--- src/rtl/move_sched.sv ---
// Move scheduler: round-robin A/B command intake, FIFO queue, motion-engine dispatch.
// Optional MOVE_SCHED_STATS_EN adds a completed-move counter output (moves_cnt).
module move_sched #(
    parameter int DEPTH = 4,
    parameter int CW    = 32
) (
    input  logic          wb_clk_i,
    input  logic          wb_rst_ni,
    input  logic          a_valid,
    output logic          a_ready,
    input  logic [CW-1:0] a_incr,
    input  logic          a_dir,
    input  logic          b_valid,
    output logic          b_ready,
    input  logic [CW-1:0] b_incr,
    input  logic          b_dir,
    input  logic          halt,
    output logic          mv_start,
    output logic [CW-1:0] mv_incr,
    output logic          mv_dir,
    input  logic          mv_done,
    output logic          mv_abort,
    output logic          buffer_dtr,
`ifdef MOVE_SCHED_STATS_EN
    output logic [15:0]   moves_cnt,
`endif
    output logic          move_done
);

    localparam int AW = $clog2(DEPTH);

    localparam logic [1:0] S_IDLE = 2'd0;
    localparam logic [1:0] S_LOAD = 2'd1;
    localparam logic [1:0] S_RUN  = 2'd2;

    logic [AW:0]   wptr_q, wptr_d, rptr_q, rptr_d;
    logic [CW:0]   mem_q [DEPTH];
    logic [CW:0]   head;
    logic [1:0]    state_q, state_d;
    logic          rr_q, rr_d;
    logic [CW-1:0] incr_q, incr_d;
    logic          dir_q, dir_d;
    logic          start_q, start_d;
    logic          abort_q, abort_d;
    logic          full, empty, gnt_b, can_push;
    logic          push_a, push_b, push, pop;

    assign full  = (wptr_q ^ rptr_q) == {1'b1, {AW{1'b0}}};
    assign empty = (wptr_q == rptr_q);
    assign head  = mem_q[rptr_q[AW-1:0]];

    // rr_q set means B holds priority for the next contested cycle
    assign gnt_b    = b_valid && (!a_valid || rr_q);
    assign can_push = !full && !halt && wb_rst_ni;
    assign a_ready  = can_push && !gnt_b;
    assign b_ready  = can_push && gnt_b;
    assign push_a   = a_valid && a_ready;
    assign push_b   = b_valid && b_ready;
    assign push     = push_a || push_b;
    assign pop      = (state_q == S_LOAD) && !halt && !empty;

    assign buffer_dtr = !full;
    assign move_done  = empty && (state_q == S_IDLE);
    assign mv_start   = start_q;
    assign mv_abort   = abort_q;
    assign mv_incr    = incr_q;
    assign mv_dir     = dir_q;

    always_comb begin
        state_d = state_q;
        wptr_d  = push ? wptr_q + (AW+1)'(1) : wptr_q;
        rptr_d  = pop ? rptr_q + (AW+1)'(1) : rptr_q;
        rr_d    = push ? push_a : rr_q;
        incr_d  = incr_q;
        dir_d   = dir_q;
        start_d = 1'b0;
        abort_d = 1'b0;
        unique case (state_q)
            S_IDLE: begin
                if (!empty && !halt) state_d = S_LOAD;
            end
            S_LOAD: begin
                if (halt || empty) begin
                    state_d = S_IDLE;
                end else begin
                    incr_d = head[CW-1:0];
                    dir_d  = head[CW];
                    // zero-count moves are retired without engaging the engine
                    if (head[CW-1:0] == '0) begin
                        state_d = S_IDLE;
                    end else begin
                        state_d = S_RUN;
                        start_d = 1'b1;
                    end
                end
            end
            S_RUN: begin
                if (halt) begin
                    state_d = S_IDLE;
                    abort_d = 1'b1;
                end else if (mv_done) begin
                    state_d = S_IDLE;
                end
            end
            default: state_d = S_IDLE;
        endcase
        if (halt) begin
            wptr_d = '0;
            rptr_d = '0;
        end
    end

    always_ff @(posedge wb_clk_i or negedge wb_rst_ni) begin
        if (!wb_rst_ni) begin
            wptr_q  <= '0;
            rptr_q  <= '0;
            state_q <= S_IDLE;
            rr_q    <= 1'b0;
            incr_q  <= '0;
            dir_q   <= 1'b0;
            start_q <= 1'b0;
            abort_q <= 1'b0;
        end else begin
            wptr_q  <= wptr_d;
            rptr_q  <= rptr_d;
            state_q <= state_d;
            rr_q    <= rr_d;
            incr_q  <= incr_d;
            dir_q   <= dir_d;
            start_q <= start_d;
            abort_q <= abort_d;
        end
    end

    always_ff @(posedge wb_clk_i) begin
        if (push) begin
            mem_q[wptr_q[AW-1:0]] <= push_a ? {a_dir, a_incr} : {b_dir, b_incr};
        end
    end

`ifdef MOVE_SCHED_STATS_EN
    logic        fin_ev;
    logic [15:0] cnt_q;

    assign fin_ev = (pop && head[CW-1:0] == '0) ||
                    ((state_q == S_RUN) && mv_done && !halt);
    assign moves_cnt = cnt_q;

    always_ff @(posedge wb_clk_i or negedge wb_rst_ni) begin
        if (!wb_rst_ni) begin
            cnt_q <= '0;
        end else if (fin_ev) begin
            cnt_q <= cnt_q + 16'd1;
        end
    end
`endif

endmodule
--- config.mk ---
export PLATFORM = sky130hd
export DESIGN_NAME = move_sched
export DESIGN_NICKNAME = d
export VERILOG_FILES = /design/src/rtl/move_sched.sv
export SDC_FILE = /design/constraint.sdc
export NUM_CORES = 1
export LEC_CHECK = 0
export ABC_CLOCK_PERIOD_IN_PS = 3600
export CORE_MARGIN = 4
export CORE_UTILIZATION = 48
export CTS_CLUSTER_SIZE = 25
export DETAILED_ROUTE_END_ITERATION = 10
export PLACE_DENSITY = 0.82
export SLEW_MARGIN = 10
export SYNTH_ARGS = -nofsm -noshare
export SYNTH_HDL_FRONTEND = slang
export SYNTH_SLANG_ARGS = --single-unit
--- constraint.sdc ---
create_clock -name wb_clk_i -period 3.6 [get_ports wb_clk_i]
set_clock_uncertainty 0.2 [all_clocks]
set_input_delay 0.72 -clock wb_clk_i [delete_from_list [all_inputs] [get_ports wb_clk_i]]
set_output_delay 0.72 -clock wb_clk_i [all_outputs]
set_load 0.05 [all_outputs]
==> impl_metrics.env, run 1 <==
export IMPL_power_net_switching_mw=1.473
export IMPL_grt_pass1_wl_um=21950
export IMPL_syn_to_final_growth_pct=28.28
export IMPL_worst_pin_slew_ns=0.9830
export IMPL_n_antenna_cell=0
export IMPL_dr_first_iter_drc_count=264
export IMPL_wl_met3_um=967
export IMPL_synth_fa_ha_area_share_pct=0.8853
export IMPL_overflow=0
export IMPL_fin_crit_ns=3.151
export IMPL_yosys_cell_count_top_type="edfxtp_1"
export IMPL_final_antenna_net_count=0
export IMPL_wl_met2_um=7074
export IMPL_critPathLaunchType="flop"
export IMPL_dieHeight_um=129.3
export IMPL_cts_sinks=176
export IMPL_cts_repair_resized=0
export IMPL_cts_max_level=4
export IMPL_max_slew_margin_pct=34.03
export IMPL_first_pass_iters=4
export IMPL_synth_compound_area_share_pct=0.7613
export IMPL_num_rows=44
export IMPL_netlist_area_leader_share_pct=56.09
export IMPL_min_delay_path_class="input port to async pin"
export IMPL_n_fill_cell=1025
export IMPL_vdd_drop_max_v=0.0003775
export IMPL_dr_max_layer_used="met4"
export IMPL_synthMuxAreaShare_pct=21.46
export IMPL_design_area_sq_mm=0.009065
export IMPL_synth_seq_area_share_pct=71.67
export IMPL_ys_top_cells_by_area="edfxtp_1 (56%), dfrtp_1 (16%), mux4_2 (11%)"
export IMPL_insertion_delay_ns=0.42
export IMPL_powerDensity_mw_per_mm2=583.2
export IMPL_power_share_combinational_pct=20.3
export IMPL_core_area_sq_mm=0.01448
export IMPL_remaining_drc_errors=0
export IMPL_totalNegativeSetupSlack_ns=0
export IMPL_grt_start_max_net_pins=45
export IMPL_finalHoldViolCount=0
export IMPL_p_leak_nw=3.205
export IMPL_root_buffer="clkbuf_16"
export IMPL_num_vias=3676
export IMPL_start_util_pct=48.81
export IMPL_ctsHoldBuffers=0
export IMPL_status="completed"
export IMPL_clock_fmax_mhz=317.4
export IMPL_ys_async_sr_fraction_pct=25.00
export IMPL_timing_hold_ws_ns=0.2089
export IMPL_ys_types=33
export IMPL_timing_final_max_slew_violations=0
export IMPL_wl_met1_um=5645
export IMPL_required_ns=2.68
export IMPL_multiInputGateArea_sq_mm=0.001932
export IMPL_synthSimpleGateAreaFrac_pct=2.815
export IMPL_totalWireLength_um=13930
export IMPL_synth_edf_count=132
export IMPL_layout_drive_gt1_share_pct=20.16
export IMPL_ys_flop_type="edfxtp_1"
export IMPL_p_seq_share_pct=46.1
export IMPL_ys_ff_latch=176
export IMPL_post_dp_hpwl_um=9253
export IMPL_post_cts_setup_buffers=0
export IMPL_synth_cells=351
export IMPL_die_w_um=129.3
export IMPL_synth_xor_area_share_pct=0.7436
export IMPL_dieArea_sq_mm=0.01673
export IMPL_p_int_mw=3.814
export IMPL_synth_fp_nets=428
export IMPL_swShare_pct=27.87
export IMPL_yosysTopAreaCell="edfxtp_1"
export IMPL_cts_tree="yes"
export IMPL_num_io_pins=111
export IMPL_io_buffer_count=110
export IMPL_syn_area_per_cell_sq_um=20.13
export IMPL_synth_top_family_by_area="multiplexers"
export IMPL_finalNetCount=555
export IMPL_setup_violations=0
export IMPL_yosysWarnings=0
export IMPL_seqCellArea_sq_mm=0.005067
export IMPL_crit_type="flop to output pin"
export IMPL_worstPathArrival_ns=2.23
export IMPL_synth_commonest_cells="edfxtp_1 (132), mux2_1 (56), dfrtp_1 (44), mux4_2 (33), mux2_2 (10)"
export IMPL_clkPwrFrac_pct=33.6
export IMPL_cap_violations=0
export IMPL_antenna_found_initial=0
export IMPL_place_area_sq_mm=0.008492
export IMPL_end_kind="output pin"
export IMPL_grt_usage_pct=17.90
export IMPL_critPathMaxFanout=5
export IMPL_clk_pin_slew_ns=0.06
export IMPL_finalCritPeriodShare_pct=87.52
export IMPL_numCtsBuffers=17
export IMPL_wl_per_cell_um=20.64
export IMPL_routed_via_density=5.446
export IMPL_place_gp_congestion=0.7237
export IMPL_netlist_area_sq_mm=0.007067
export IMPL_rsz0062_at_grt="no"
export IMPL_cts_buffer_depth=2
export IMPL_grt_pass1_vias=3982
-- worst max-delay path, stage by stage (launching register included) --
cell and delay [ns]:
dfrtp_1 0.45, xnor2_1 0.36, and2_1 0.23, nand2_1 0.06, clkdlybuf4s50_1 0.70
-- sequential cells by signal, summed over array words and instances (netlist names) --
signal,count
state_q,2
rptr_q,3
rr_q,1
mem_q,132
wptr_q,3
mv_start,1
mv_dir,1
mv_incr,32
mv_abort,1
-- cell usage in the layout, fill, tap and decap left out, types with 4 or more instances in the layout --
master,n
clkinv_2,5
clkbuf_16,17
xnor2_1,4
nand2_1,4
dfrtp_1,42
ha_1,5
nor2b_4,4
mux4_2,33
nand2b_1,4
nor4_1,7
mux2_2,10
clkdlybuf4s50_1,106
inv_1,5
mux2_1,56
buf_4,13
edfxtp_1,132
buf_12,4
-- cell type report --
| cell class | instances | share of cell area, % |
|---|---|---|
| Multi-Input combinational cell | 154 | 21.31 |
| Timing Repair Buffer | 124 | 13.72 |
| Inverter | 5 | 0.2070 |
| Sequential cell | 176 | 55.90 |
| Clock inverter | 12 | 1.284 |
| Clock buffer | 20 | 5.038 |
| Tap cell | 184 | 2.540 |
-- logic make-up (layout without fill, tap and decap cells) --
logic type,after synthesis,in the layout
AOI/OAI and AO/OA,8,8
xor gates and xnor gates,6,6
adders and majority gates,5,5
buffers and inverters,21,161
DFF,176,176
muxes,102,102
and+or+nand+nor,33,33
-- stage by stage --
step / worst slack [ns] / power (mW) / util [%] / cells
final: 0.4493 / 5.287 / 62.61 / 675
after global routing: 0.3584 / 5.472 / 62.61 / 675
after CTS: 0.4334 / 5.336 / 62.61 / 675
after detailed placement: 0.4566 / 3.564 / 58.65 / 643
after global placement: 0.4960 / 3.536 / 58.65 / 643
after floorplan: 0.1186 / 3.116 / - / 351
-- routing by layer --
layer / global-route usage (%) / up-vias
li1: - / 1654
met3: 5.441 / 15
met5: 0 / -
met1: 22.82 / 1876
met4: 6.485 / 0
met2: 29.33 / 131
-- power groups by stage --
stage / registers, mW / clock network (mW) / logic [mW]
2_1_floorplan: 2.90 / 0 / 0.212
3_3_place_gp: 2.47 / 0 / 1.06
3_5_place_dp: 2.48 / 0 / 1.08
4_1_cts: 2.44 / 1.81 / 1.09
5_1_grt: 2.46 / 1.89 / 1.12
6_report: 2.44 / 1.77 / 1.07
-- worst paths after layout --
check                                        startpoint                 endpoint  slack, ns  cells past startpoint
max in group asynchronous                     wb_rst_ni    rptr_q[0]$_DFFE_PN0P_       2.57                      2
worst min register to register  mv_incr[31]$_DFFE_PN0P_  mv_incr[31]$_DFFE_PN0P_       0.29                      1
min in group wb_clk_i           mv_incr[31]$_DFFE_PN0P_  mv_incr[31]$_DFFE_PN0P_       0.29                      1
worst max-delay path              wptr_q[1]$_DFFE_PN0P_               buffer_dtr       0.45                      4
worst max register to register    wptr_q[1]$_DFFE_PN0P_   mem_q[3][28]$_DFFE_PP_       0.76                      5
worst min-delay path                          wb_rst_ni    rptr_q[2]$_DFFE_PN0P_       0.21                      2
No activity file was read; power rests on OpenSTA's default activity.
==> run 2, diff against run 1 <==
--- a/config.mk
+++ b/config.mk
@@ -5,12 +5,13 @@
 export SDC_FILE = /design/constraint.sdc
 export NUM_CORES = 1
 export LEC_CHECK = 0
-export ABC_CLOCK_PERIOD_IN_PS = 3600
+export ABC_CLOCK_PERIOD_IN_PS = 2900
 export CORE_MARGIN = 4
-export CORE_UTILIZATION = 48
+export CORE_UTILIZATION = 50
 export CTS_CLUSTER_SIZE = 25
 export DETAILED_ROUTE_END_ITERATION = 10
 export PLACE_DENSITY = 0.82
+export SKIP_LAST_GASP = 1
 export SLEW_MARGIN = 10
 export SYNTH_ARGS = -nofsm -noshare
 export SYNTH_HDL_FRONTEND = slang
==> constraint.sdc (replaced) <==
create_clock -name wb_clk_i -period 2.9 [get_ports wb_clk_i]
set_clock_uncertainty 0.2 [all_clocks]
set_input_delay 0.58 -clock wb_clk_i [delete_from_list [all_inputs] [get_ports wb_clk_i]]
set_output_delay 0.58 -clock wb_clk_i [all_outputs]
set_load 0.05 [all_outputs]
==> run 2 against run 1 <==
Clock-buffer cell count unchanged. Sequential power up 25%. Combinational power up 27%. Utilization up 3.7 points. First-iteration DRC count up 27%. Critical path type unchanged. Largest cell class unchanged. Largest power group unchanged. Highest routed layer unchanged.
==> impl_metrics.env, run 2 (synthesis results as in run 1) <==
export IMPL_clk_pin_slew_ns=0.06
export IMPL_numCtsBuffers=17
export IMPL_place_area_sq_mm=0.008620
export IMPL_max_slew_margin_pct=59.20
export IMPL_finalNetCount=563
export IMPL_remaining_drc_errors=0
export IMPL_p_leak_nw=3.274
export IMPL_setup_violations=0
export IMPL_powerDensity_mw_per_mm2=709.5
export IMPL_routed_via_density=5.530
export IMPL_n_antenna_cell=0
export IMPL_p_seq_share_pct=46.5
export IMPL_cts_tree="yes"
export IMPL_largest_register_ffs=132
export IMPL_clkPwrFrac_pct=32.7
export IMPL_slowest_delay_ns=0.44
export IMPL_start_util_pct=50.91
export IMPL_post_dp_hpwl_um=9771
export IMPL_num_vias=3755
export IMPL_cap_violations=0
export IMPL_power_share_combinational_pct=20.8
export IMPL_grt_start_max_net_pins=45
export IMPL_rsz0062_at_grt="yes"
export IMPL_io_buffer_count=110
export IMPL_post_route_util_pct=66.29
export IMPL_required_ns=2.12
export IMPL_die_w_um=126.9
export IMPL_num_rows=43
export IMPL_root_buffer="clkbuf_16"
export IMPL_antenna_found_initial=0
export IMPL_grt_usage_pct=19.05
export IMPL_cpMaxStageDelayCell="dfrtp_2"
export IMPL_dr_first_iter_drc_count=335
export IMPL_power_net_switching_mw=1.845
export IMPL_cts_sinks=176
export IMPL_place_gp_congestion=0.7755
export IMPL_finalCritPeriodShare_pct=96.38
export IMPL_critPathMaxFanout=20
export IMPL_fin_crit_ns=2.795
export IMPL_clock_fmax_mhz=357.8
export IMPL_first_pass_iters=4
export IMPL_num_io_pins=111
export IMPL_path_cells="buf_12 -> xnor2_2 -> a311oi_2 -> and2_4 -> buf_4 -> buf_12"
export IMPL_final_common_cell="edfxtp_1"
export IMPL_min_delay_path_class="input port to async pin"
export IMPL_cts_buffer_depth=2
export IMPL_vdd_drop_max_v=0.0004494
export IMPL_end_kind="output pin"
export IMPL_worst_pin_slew_ns=0.6120
export IMPL_worstPathArrival_ns=2.01
export IMPL_cts_max_level=4
export IMPL_totalWireLength_um=14320
export IMPL_overflow=0
export IMPL_cpMostUsedCell="buf_12"
export IMPL_core_area_sq_mm=0.01388
export IMPL_layout_drive_gt1_share_pct=22.65
export IMPL_design_area_sq_mm=0.009201
export IMPL_insertion_delay_ns=0.43
export IMPL_crit_type="flop to output pin"
export IMPL_timing_final_max_slew_violations=0
export IMPL_syn_to_final_growth_pct=30.21
export IMPL_dieArea_sq_mm=0.01610
export IMPL_p_int_mw=4.684
export IMPL_swShare_pct=28.26
export IMPL_grt_pass1_vias=4084
export IMPL_status="completed"
export IMPL_finalHoldViolCount=0
export IMPL_dieHeight_um=126.9
export IMPL_critPathLaunchType="flop"
export IMPL_final_antenna_net_count=0
export IMPL_power_mw=6.529
export IMPL_grt_pass1_wl_um=22780
export IMPL_mostFrequentLayoutCells="edfxtp_1 (132), clkdlybuf4s50_1 (105), mux2_1 (56)"
export IMPL_wl_per_cell_um=21.09
-- run 2: timing repair --
action / 4_1_cts / 5_1_grt
buffers inserted: 0 / 0
pin swaps: 0 / 1
resized for setup: 4 / 1
hold buffers: 0 / 0
setup endpoints to repair: 3 / 2
-- run 2: per-stage QoR --
stage	hold WS (ns)	setup TNS, ns	cells	setup slack, ns
2_1_floorplan	0.08441	-48.00	351	-0.4848
3_3_place_gp	0.2660	0	647	0.06930
3_5_place_dp	0.2751	-0.1845	647	-0.01048
4_1_cts	0.08329	-0.03282	679	-0.03282
5_1_grt	0.1224	-0.05686	679	-0.03000
6_report	0.07830	0	679	0.1051
-- run 2: routing by layer --
layer | vias up | global-route usage (%) | wire length (um)
met4 | 0 | 7.634 | 323
met2 | 119 | 31.13 | 7457
met3 | 25 | 4.632 | 770
li1 | 1669 | - | -
met5 | - | 0 | 0
met1 | 1942 | 24.78 | 5772
-- run 2: path summary, 6_finish.rpt --
kind                       slack [ns]                   from  cells after the start                      end
max                              0.11  rptr_q[0]$_DFFE_PN0P_                      6                  a_ready
min                              0.08              wb_rst_ni                      2  mv_incr[20]$_DFFE_PN0P_
max reg2reg                      0.30  rptr_q[0]$_DFFE_PN0P_                      6   state_q[1]$_DFFE_PN0P_
min reg2reg                      0.28     mv_dir$_DFFE_PN0P_                      1       mv_dir$_DFFE_PN0P_
max in group asynchronous        1.98              wb_rst_ni                      2    rptr_q[0]$_DFFE_PN0P_
min in group wb_clk_i            0.28     mv_dir$_DFFE_PN0P_                      1       mv_dir$_DFFE_PN0P_
-- run 2: cell type report --
class                           count  area [sq um]
Clock inverter                     12         91.34
Clock buffer                       20         466.7
Fill cell                         920          4679
Sequential cell                   176          5067
Multi-Input combinational cell    154          1956
Tap cell                          180         225.2
Inverter                            5         18.77
Timing Repair Buffer              132          1376
-- run 2: worst max-delay path, delay by kind of cell, from the launching register on --
| family | cells | cell delay (ns) |
|---|---|---|
| AO/OA/AOI/OAI | 1 | 0.32 |
| XOR/XNOR | 1 | 0.19 |
| buffers and inverters | 3 | 0.41 |
| flip-flops | 1 | 0.44 |
| AND/OR/NAND/NOR | 1 | 0.21 |
-- run 2: power by group through the flow --
stage / clock (mW) / combinational (mW) / sequential [mW]
2_1_floorplan: 0 / 0.264 / 3.60
3_3_place_gp: 0 / 1.34 / 3.07
3_5_place_dp: 0 / 1.37 / 3.08
4_1_cts: 2.16 / 1.37 / 3.04
5_1_grt: 2.28 / 1.42 / 3.06
6_report: 2.14 / 1.36 / 3.04
==> run 3, diff against run 2 <==
--- a/config.mk
+++ b/config.mk
@@ -10,9 +10,11 @@
 export CORE_UTILIZATION = 50
 export CTS_CLUSTER_SIZE = 25
 export DETAILED_ROUTE_END_ITERATION = 10
+export MAX_ROUTING_LAYER = met4
 export PLACE_DENSITY = 0.82
 export SKIP_LAST_GASP = 1
 export SLEW_MARGIN = 10
 export SYNTH_ARGS = -nofsm -noshare
 export SYNTH_HDL_FRONTEND = slang
 export SYNTH_SLANG_ARGS = --single-unit
+export TNS_END_PERCENT = 5
==> run 3 against run 2 <==
Setup slack worse by 0.068 ns. Utilization about the same. Largest cell class unchanged. Sequential power about the same. Die area unchanged. Highest routed layer unchanged. Cell count unchanged. Global-route usage up 0.62 points. Maximum frequency down 2.4%.
==> impl_metrics.env, run 3 (synthesis results as in run 1) <==
export IMPL_status="completed"
export IMPL_rsz0062_at_grt="yes"
export IMPL_vdd_drop_max_v=0.0004495
export IMPL_reg2regPathDepth=7
export IMPL_r2r_start="rptr_q[0]$_DFFE_PN0P_"
export IMPL_num_vias=3766
export IMPL_slowest_delay_ns=0.44
export IMPL_critPathMaxFanout=20
export IMPL_mostFrequentLayoutCells="edfxtp_1 (132), clkdlybuf4s50_1 (105), mux2_1 (56)"
export IMPL_crit_buf_inv=3
export IMPL_grt_pass1_wl_um=22810
export IMPL_core_area_sq_mm=0.01388
export IMPL_dr_first_iter_drc_count=325
export IMPL_n_antenna_cell=0
export IMPL_finalHoldViolCount=0
export IMPL_grt_start_max_net_pins=45
export IMPL_post_route_util_pct=66.27
export IMPL_critPathLaunchType="flop"
export IMPL_cpMostUsedCell="buf_12"
export IMPL_powerDensity_mw_per_mm2=709.7
export IMPL_place_area_sq_mm=0.008620
export IMPL_routed_via_density=5.546
export IMPL_post_cts_setup_buffers=0
export IMPL_pre_cts_slack_ns=-0.01048
export IMPL_design_area_sq_mm=0.009199
export IMPL_setup_violations=0
export IMPL_fin_crit_ns=2.863
export IMPL_layout_drive_gt1_share_pct=22.44
export IMPL_place_gp_congestion=0.7861
export IMPL_path_cells="buf_12 -> xnor2_2 -> a311oi_2 -> and2_1 -> buf_4 -> buf_12"
export IMPL_syn_to_final_growth_pct=30.17
export IMPL_final_common_cell="edfxtp_1"
export IMPL_r2r_end="mem_q[3][28]$_DFFE_PP_"
export IMPL_grt_pass1_vias=4088
export IMPL_finalCritPeriodShare_pct=98.72
export IMPL_end_kind="output pin"
export IMPL_cts_sinks=176
export IMPL_num_io_pins=111
export IMPL_cap_violations=0
export IMPL_cts_max_level=4
export IMPL_p_leak_nw=3.273
export IMPL_crit_type="flop to output pin"
export IMPL_io_buffer_count=110
export IMPL_dieHeight_um=126.9
export IMPL_grt_usage_pct=19.66
export IMPL_dieArea_sq_mm=0.01610
export IMPL_ctsHoldBuffers=0
export IMPL_max_slew_margin_pct=59.49
export IMPL_finalNetCount=563
export IMPL_timing_hold_ws_ns=0.07567
export IMPL_overflow=0
export IMPL_antenna_found_initial=0
export IMPL_numCtsBuffers=17
export IMPL_worstPathArrival_ns=2.08
export IMPL_critical_path_top_delay_family="flip-flops"
export IMPL_cpMaxStageDelayCell="dfrtp_2"
export IMPL_wl_per_cell_um=21.04
export IMPL_first_pass_iters=5
export IMPL_endpoint="a_ready"
export IMPL_timing_final_max_slew_violations=0
export IMPL_final_antenna_net_count=0
export IMPL_die_w_um=126.9
export IMPL_start_util_pct=50.91
export IMPL_totalWireLength_um=14290
export IMPL_remaining_drc_errors=0
export IMPL_post_dp_hpwl_um=9771
export IMPL_worst_pin_slew_ns=0.6076
export IMPL_cp_startpoint="rptr_q[0]$_DFFE_PN0P_"
export IMPL_cts_buffer_depth=2
export IMPL_totalNegativeSetupSlack_ns=0
export IMPL_clock_fmax_mhz=349.3
export IMPL_clk_pin_slew_ns=0.06
export IMPL_path_depth=6
export IMPL_setup_ws_ns=0.03716
export IMPL_required_ns=2.12
export IMPL_min_delay_path_class="input port to async pin"
export IMPL_largest_register_ffs=132
export IMPL_num_rows=43
export IMPL_regToRegSetupSlack_ns=0.31
export IMPL_insertion_delay_ns=0.43
export IMPL_cts_tree="yes"
export IMPL_root_buffer="clkbuf_16"
-- run 3: routing by layer --
layer  track usage (%)  part of all wire [%]  vias to the layer above
li1                  -                     -                     1667
met1             25.04                    41                     1939
met2             31.13                    52                      132
met3             4.421                   4.8                       28
met4             7.634                   2.1                        0
met5                 -                     0                        -
-- run 3: power breakdown --
part,total (mW),internal (mW),leakage [nW],switching [mW]
Clock,2.14,1.23,0.278,0.902
Combinational,1.36,0.527,1.22,0.828
Sequential,3.04,2.92,1.77,0.115
Total,6.53,4.68,3.27,1.85
-- run 3: stage by stage --
stage / total power [mW] / instances
final: 6.528 / 679
after floorplan: 3.868 / 351
after global routing: 6.746 / 679
after detailed placement: 4.450 / 647
after global placement: 4.417 / 647
after CTS: 6.569 / 679
-- run 3: timing repair --
item,4_1_cts,5_1_grt
gates resized for setup,3,1
pin swaps,0,0
endpoints found under the setup margin,3,3
-- run 3: cell type report --
class | count | area [sq um]
timing repair buffer | 132 | 1376
clock buffer | 20 | 466.7
multi-input combinational | 154 | 1953
sequential | 176 | 5067
tap | 180 | 225.2
inverter | 5 | 18.77
clock inverter | 12 | 91.34
fill | 920 | 4682
-- run 3: worst min path at each step --
stage | start | endpoint | slack [ns] | cells after the start
2_1_floorplan | wb_rst_ni | mv_abort$_DFF_PN0_ | 0.08 | 0
3_3_place_gp | mv_incr[24]$_DFFE_PN0P_ | mv_incr[24]$_DFFE_PN0P_ | 0.27 | 1
3_5_place_dp | mv_dir$_DFFE_PN0P_ | mv_dir$_DFFE_PN0P_ | 0.28 | 1
4_1_cts | wb_rst_ni | mv_incr[20]$_DFFE_PN0P_ | 0.08 | 2
5_1_grt | wb_rst_ni | mv_incr[20]$_DFFE_PN0P_ | 0.12 | 2
6_report | wb_rst_ni | mv_incr[20]$_DFFE_PN0P_ | 0.08 | 2
